===== src/rtl/motor_ctrl_pkg.sv =====
// Shared definitions for the motor control path: timer state encodings,
// the time-setting constants produced by the time-select FSM, and the default unit length.
package motor_ctrl_pkg;

  typedef enum logic [1:0] {
    IDLE    = 2'd0,
    COUNT   = 2'd1,
    EXPIRED = 2'd2
  } timer_state_e;

  localparam logic [4:0] TIME_0  = 5'd0;
  localparam logic [4:0] TIME_10 = 5'd10;
  localparam logic [4:0] TIME_20 = 5'd20;
  localparam logic [4:0] TIME_30 = 5'd30;

  // 1 s per unit at a 100 MHz system clock.
  localparam int UNIT_CYCLES_DEFAULT = 100_000_000;

endpackage


===== src/rtl/unit_tick_gen.sv =====
// Prescaler that flags the last cycle of each time unit while enabled.
// i_clear has priority and restarts the unit from zero.
module unit_tick_gen
  import motor_ctrl_pkg::*;
#(
  parameter int UNIT_CYCLES = UNIT_CYCLES_DEFAULT
) (
  input  logic i_clk,
  input  logic i_reset,
  input  logic i_clear,
  input  logic i_enable,
  output logic o_tick
);

  localparam int             CW   = (UNIT_CYCLES > 1) ? $clog2(UNIT_CYCLES) : 1;
  localparam logic [CW-1:0]  LAST = CW'(UNIT_CYCLES - 1);

  logic [CW-1:0] r_count;

  // The tick marks the cycle whose edge completes the unit, so the owner acts on that same edge.
  assign o_tick = i_enable && (r_count == LAST);

  // NOTE: sequential state uses non-blocking assignments so every register samples pre-edge values.
  always_ff @(posedge i_clk or posedge i_reset) begin
    if (i_reset) begin
      r_count <= '0;
    end else if (i_clear) begin
      r_count <= '0;
    end else if (i_enable) begin
      r_count <= (r_count == LAST) ? '0 : r_count + 1'b1;
    end
  end

endmodule


===== src/rtl/motor_off_timer.sv =====
// Counts the selected run time down while the motor runs and requests
// motor shut-off at zero; all outputs come straight from registers.
module motor_off_timer
  import motor_ctrl_pkg::*;
#(
  parameter int UNIT_CYCLES = UNIT_CYCLES_DEFAULT
) (
  input  logic       i_clk,
  input  logic       i_reset,
  input  logic [4:0] i_timeSet,
  input  logic       i_motorOn,
  output logic [4:0] o_remain,
  output logic       o_running,
  output logic       o_timeout,
  output logic       o_offRequest
);

  timer_state_e r_state, w_state_nxt;
  logic [4:0]   r_remain, w_remain_nxt;
  logic [4:0]   r_set_latch, w_set_latch_nxt;
  logic         r_timeout, w_timeout_nxt;
  logic         r_running, r_off_req;
  logic         w_tick, w_clear, w_enable, w_set_changed;

  assign w_set_changed = (i_timeSet != r_set_latch);
  assign w_enable      = (r_state == COUNT);
  // Any load, reload or exit from COUNT restarts the unit from zero.
  assign w_clear       = (r_state != COUNT) || !i_motorOn || w_set_changed;

  unit_tick_gen #(.UNIT_CYCLES(UNIT_CYCLES)) u_tick (
    .i_clk    (i_clk),
    .i_reset  (i_reset),
    .i_clear  (w_clear),
    .i_enable (w_enable),
    .o_tick   (w_tick)
  );

  always_comb begin
    // NOTE: every combinational output gets a default first so no path leaves it unassigned (no latch).
    w_state_nxt     = r_state;
    w_remain_nxt    = r_remain;
    w_set_latch_nxt = r_set_latch;
    w_timeout_nxt   = 1'b0;
    case (r_state)
      IDLE: begin
        w_remain_nxt = '0;
        if (i_motorOn && (i_timeSet != TIME_0)) begin
          w_state_nxt     = COUNT;
          w_remain_nxt    = i_timeSet;
          w_set_latch_nxt = i_timeSet;
        end
      end
      COUNT: begin
        if (!i_motorOn) begin
          w_state_nxt  = IDLE;
          w_remain_nxt = '0;
        end else if (w_set_changed && (i_timeSet == TIME_0)) begin
          w_state_nxt  = IDLE;
          w_remain_nxt = '0;
        end else if (w_set_changed) begin
          w_remain_nxt    = i_timeSet;
          w_set_latch_nxt = i_timeSet;
        end else if (w_tick) begin
          if (r_remain == 5'd1) begin
            w_state_nxt   = EXPIRED;
            w_remain_nxt  = '0;
            w_timeout_nxt = 1'b1;
          end else begin
            w_remain_nxt = r_remain - 5'd1;
          end
        end
      end
      EXPIRED: begin
        w_remain_nxt = '0;
        if (!i_motorOn) w_state_nxt = IDLE;
      end
      default: begin
        w_state_nxt  = IDLE;
        w_remain_nxt = '0;
      end
    endcase
  end

  always_ff @(posedge i_clk or posedge i_reset) begin
    if (i_reset) begin
      r_state     <= IDLE;
      r_remain    <= '0;
      r_set_latch <= '0;
      r_timeout   <= 1'b0;
      r_running   <= 1'b0;
      r_off_req   <= 1'b0;
    end else begin
      r_state     <= w_state_nxt;
      r_remain    <= w_remain_nxt;
      r_set_latch <= w_set_latch_nxt;
      r_timeout   <= w_timeout_nxt;
      r_running   <= (w_state_nxt == COUNT);
      r_off_req   <= (w_state_nxt == EXPIRED);
    end
  end

  assign o_remain     = r_remain;
  assign o_running    = r_running;
  assign o_timeout    = r_timeout;
  assign o_offRequest = r_off_req;

endmodule


===== config.mk =====
export PLATFORM = sky130hd
export DESIGN_NAME = motor_off_timer
export DESIGN_NICKNAME = d
export VERILOG_FILES = /design/src/rtl/motor_ctrl_pkg.sv /design/src/rtl/unit_tick_gen.sv /design/src/rtl/motor_off_timer.sv
export SDC_FILE = /design/constraint.sdc
export NUM_CORES = 1
export LEC_CHECK = 0
export BUFFER_PORTS_ARGS = -buffer_cell sky130_fd_sc_hd__buf_2
export CAP_MARGIN = 40
export CELL_PAD_IN_SITES_DETAIL_PLACEMENT = 1
export CELL_PAD_IN_SITES_GLOBAL_PLACEMENT = 1
export CORE_MARGIN = 2
export CORE_UTILIZATION = 39
export DETAILED_ROUTE_END_ITERATION = 16
export PLACE_DENSITY = 0.73
export SLEW_MARGIN = 25
export SYNTH_ARGS = -nofsm -noshare
export SYNTH_HDL_FRONTEND = slang
export SYNTH_SLANG_ARGS = --single-unit
export TNS_END_PERCENT = 10

===== constraint.sdc =====
create_clock -name i_clk -period 2.9 [get_ports i_clk]
set_clock_uncertainty 0.05 [all_clocks]
set_input_delay 0.435 -clock i_clk [delete_from_list [all_inputs] [get_ports i_clk]]
set_output_delay 0.435 -clock i_clk [all_outputs]
set_load 0.05 [all_outputs]

==> impl_results.md <==
- Fin nets: between 200 and 250
- Setup CP Type: reg -> reg
- Clock Pin Slew Worst Setup and Hold Paths: approximately 0.08 ns
- Routed WL per cell: roughly 14 microns
- Number of setup violations in the final report: 0
- DP Area: roughly 2300 sq um
- Initial antenna violation count: 0
- Yosys cell types: 32
- DRT Pass-1 Iters: 3
- Setup_tns: 0 ns
- Die area: slightly above 6000 sq um
- Average size of a mapped cell: 9.92 sq um
- Syn_nets: roughly 230
- Critical path buffer and inverter count: 0
- Worst R2R Setup Slack: roughly 0.48 ns
- Max Cap Viol: 0
- Post-place setup slack: roughly 0.49 ns
- Sequential share of the synthesized area: 49.5%
- Die height: 77.8 microns
- RSZ-0062 raised after global routing: no
- Largest net degree at the start of global routing: 28
- Vias post-DR: roughly 1.5k
- Via density: 4.97
- Crit path max-delay family: simple AND/OR/NAND/NOR gates
- Multi-input logic area: roughly 1000 sq um
- GR Overflow Total: 0
- Final Cycle Share: a little over four fifths
- Post-route cell area: about 2400 sq um
- Worst path max stage delay: about 0.6 ns
- Antenna-violating nets left: 0
- Clk_lat worst skew: 0.30 ns
- CP Data Arrival Time: between 2 and 3 ns
- CTS resizes: 0
- Root Buffer: clkbuf_8
- Layout area overhead: 15.0%
- Crit path cell chain: ha_1 -> and3_2 -> nand2_4 -> or4_4 -> or4_1 -> a311oi_1
- Cell Area, Synth: 2120 sq um
- Syn Inst Count: between 200 and 250
- IO buf count: 15
- CP Max Fanout: 10
- PD cells: between 500 and 600 nW/um^2
- Most common cell after layout, fill and taps aside: dfrtp_1
- # rows: 26
- H-tree levels: 2
- CTS Buf Count: 5
- Fill cells: about 600
- First-pass GRT wire length: 7.36 mm
- Die width: roughly 78 microns
- Setup WS post-layout: 0.476 ns
- Peak supply drop: around 0.25 mV
- Slowest cell on the critical path: or4_4
- Num Clock Sinks: 42
- Iter 0 DRT Violations: 35
- Core footprint: ~5200 sq um
- Yosys warns: 0
- Fin. Hold Viols: 0
- Worst slew pin tran: roughly 0.59 ns
- Final Max Tran Viols: 0
- Static leakage: 1.00 nW
- IO Count: 16
- Register area: around 1100 sq um
- Outcome: finished clean
- Fin crit period: between 2 and 2.5 ns
- Layout cells sized above 1: 16.0%
- Crit end category: register
- CTS max path bufs: 2
- Fmax: 413 MHz
- Total GRT Usage: 15.7%
- Most frequent cells in the layout: dfrtp_1 (42), nor2_1 (41), xnor2_1 (20)
- WL final: around 4.3 mm
- Slew headroom: between 60% and 70%
- Crit path required time: roughly 3.1 ns
- Number of global-route vias before repair: 1521
- Crit start category: register
- Global placer's final weighted congestion: ~0.74
- DP HPWL: 3.11 mm
- Initial Util: between 40% and 50%
- N_diodes: 0
- CTS tree: done
- Hold WC Path Type: in -> reg
- Flops & latches, synth: 42
- DRC: 0
layout make-up:
class | count | share of cell area (%)
Multi-Input combinational cell | 156 | 40.8
Tap cell | 70 | 3.59
Clock buffer | 6 | 3.38
Sequential cell | 42 | 43.1
Clock inverter | 2 | 2.46
Timing Repair Buffer | 20 | 5.02
Inverter | 11 | 1.69
routing by layer:
metal / global-route usage (%) / share of wire [%]
met1: 21.6 / 51
met5: 0 / 0
met3: 3.60 / 2.2
met2: 23.7 / 45
met4: 6.96 / 2.2
stage by stage:
step	power (W)	cells	hold WS [ns]	utilization, %
after floorplan	0.000697	214	0.375	-
after global placement	0.000726	297	0.384	44.0
after detailed placement	0.000732	298	0.331	44.2
after CTS	0.00131	307	0.334	47.2
after global routing	0.00133	307	0.344	47.2
final	0.00128	307	0.350	47.2
path summary, 6_finish.rpt:
path / to / startpoint / cells after the start
worst max register to register: o_remain[2]$_DFFE_PP0P_ / u_tick.r_count[0]$_DFFE_PP0P_ / 6
worst max-delay path: o_remain[2]$_DFFE_PP0P_ / u_tick.r_count[0]$_DFFE_PP0P_ / 6
min in group asynchronous: r_set_latch[2]$_DFFE_PP0P_ / i_reset / 3
max in group asynchronous: u_tick.r_count[7]$_DFFE_PP0P_ / i_reset / 5
worst min register to register: u_tick.r_count[0]$_DFFE_PP0P_ / u_tick.r_count[0]$_DFFE_PP0P_ / 1
worst min-delay path: o_remain[3]$_DFFE_PP0P_ / i_timeSet[3] / 2
cells in the mapped netlist, drive strengths merged:
master / instances / area (sq um)
o2bb2ai: 3 / 26.3
nand4: 6 / 37.5
a211oi: 1 / 7.51
mux2: 8 / 90.1
inv: 11 / 41.3
or4: 4 / 33.8
nand3: 11 / 55.1
xor2: 10 / 87.6
a311oi: 1 / 8.76
nor3: 8 / 40.0
buf: 2 / 22.5
nor4: 6 / 37.5
and4: 4 / 35.0
nand2: 12 / 52.6
clkbuf: 3 / 11.3
mux2i: 2 / 20.0
nor2: 41 / 154
a21oi: 4 / 20.0
xnor2: 20 / 175
or3: 2 / 12.5
o21ai: 2 / 10.0
a21o: 1 / 7.51
o211ai: 1 / 7.51
nor2b: 1 / 6.26
ha: 3 / 37.5
nand2b: 1 / 6.26
and3: 3 / 20.0
dfrtp: 42 / 1050
o31ai: 1 / 7.51
state kept, by name (all words and copies together), names as in the netlist:
register / count
r_set_latch: 5
r_state: 2
o_running: 1
u_tick.r_count: 27
o_timeout: 1
o_remain: 5
o_offRequest: 1
timing repair:
| action | in CTS | in global routing |
|---|---|---|
| hold buffers | 1 | 0 |
| setup buffers | 0 | 0 |
| setup endpoints to repair | 0 | 0 |
| hold endpoints to repair | 9 | 0 |
power by group:
group,switching (W),total (W),internal (W)
Clock,0.000199,0.000566,0.000367
Combinational,0.0000660,0.000107,0.0000412
Sequential,0.0000119,0.000612,0.000600
cells by family after synthesis:
kind of cell    after synthesis  synth area share [%]
fa+ha+maj                     3                  1.77
buf+inv                      16                  3.54
compound gates               14                  4.48
mux                          10                  5.19
simple gates                 99                  23.1
flops                        42                  49.5
xor+xnor                     30                  12.4
(Power assumes the default switching activity.)
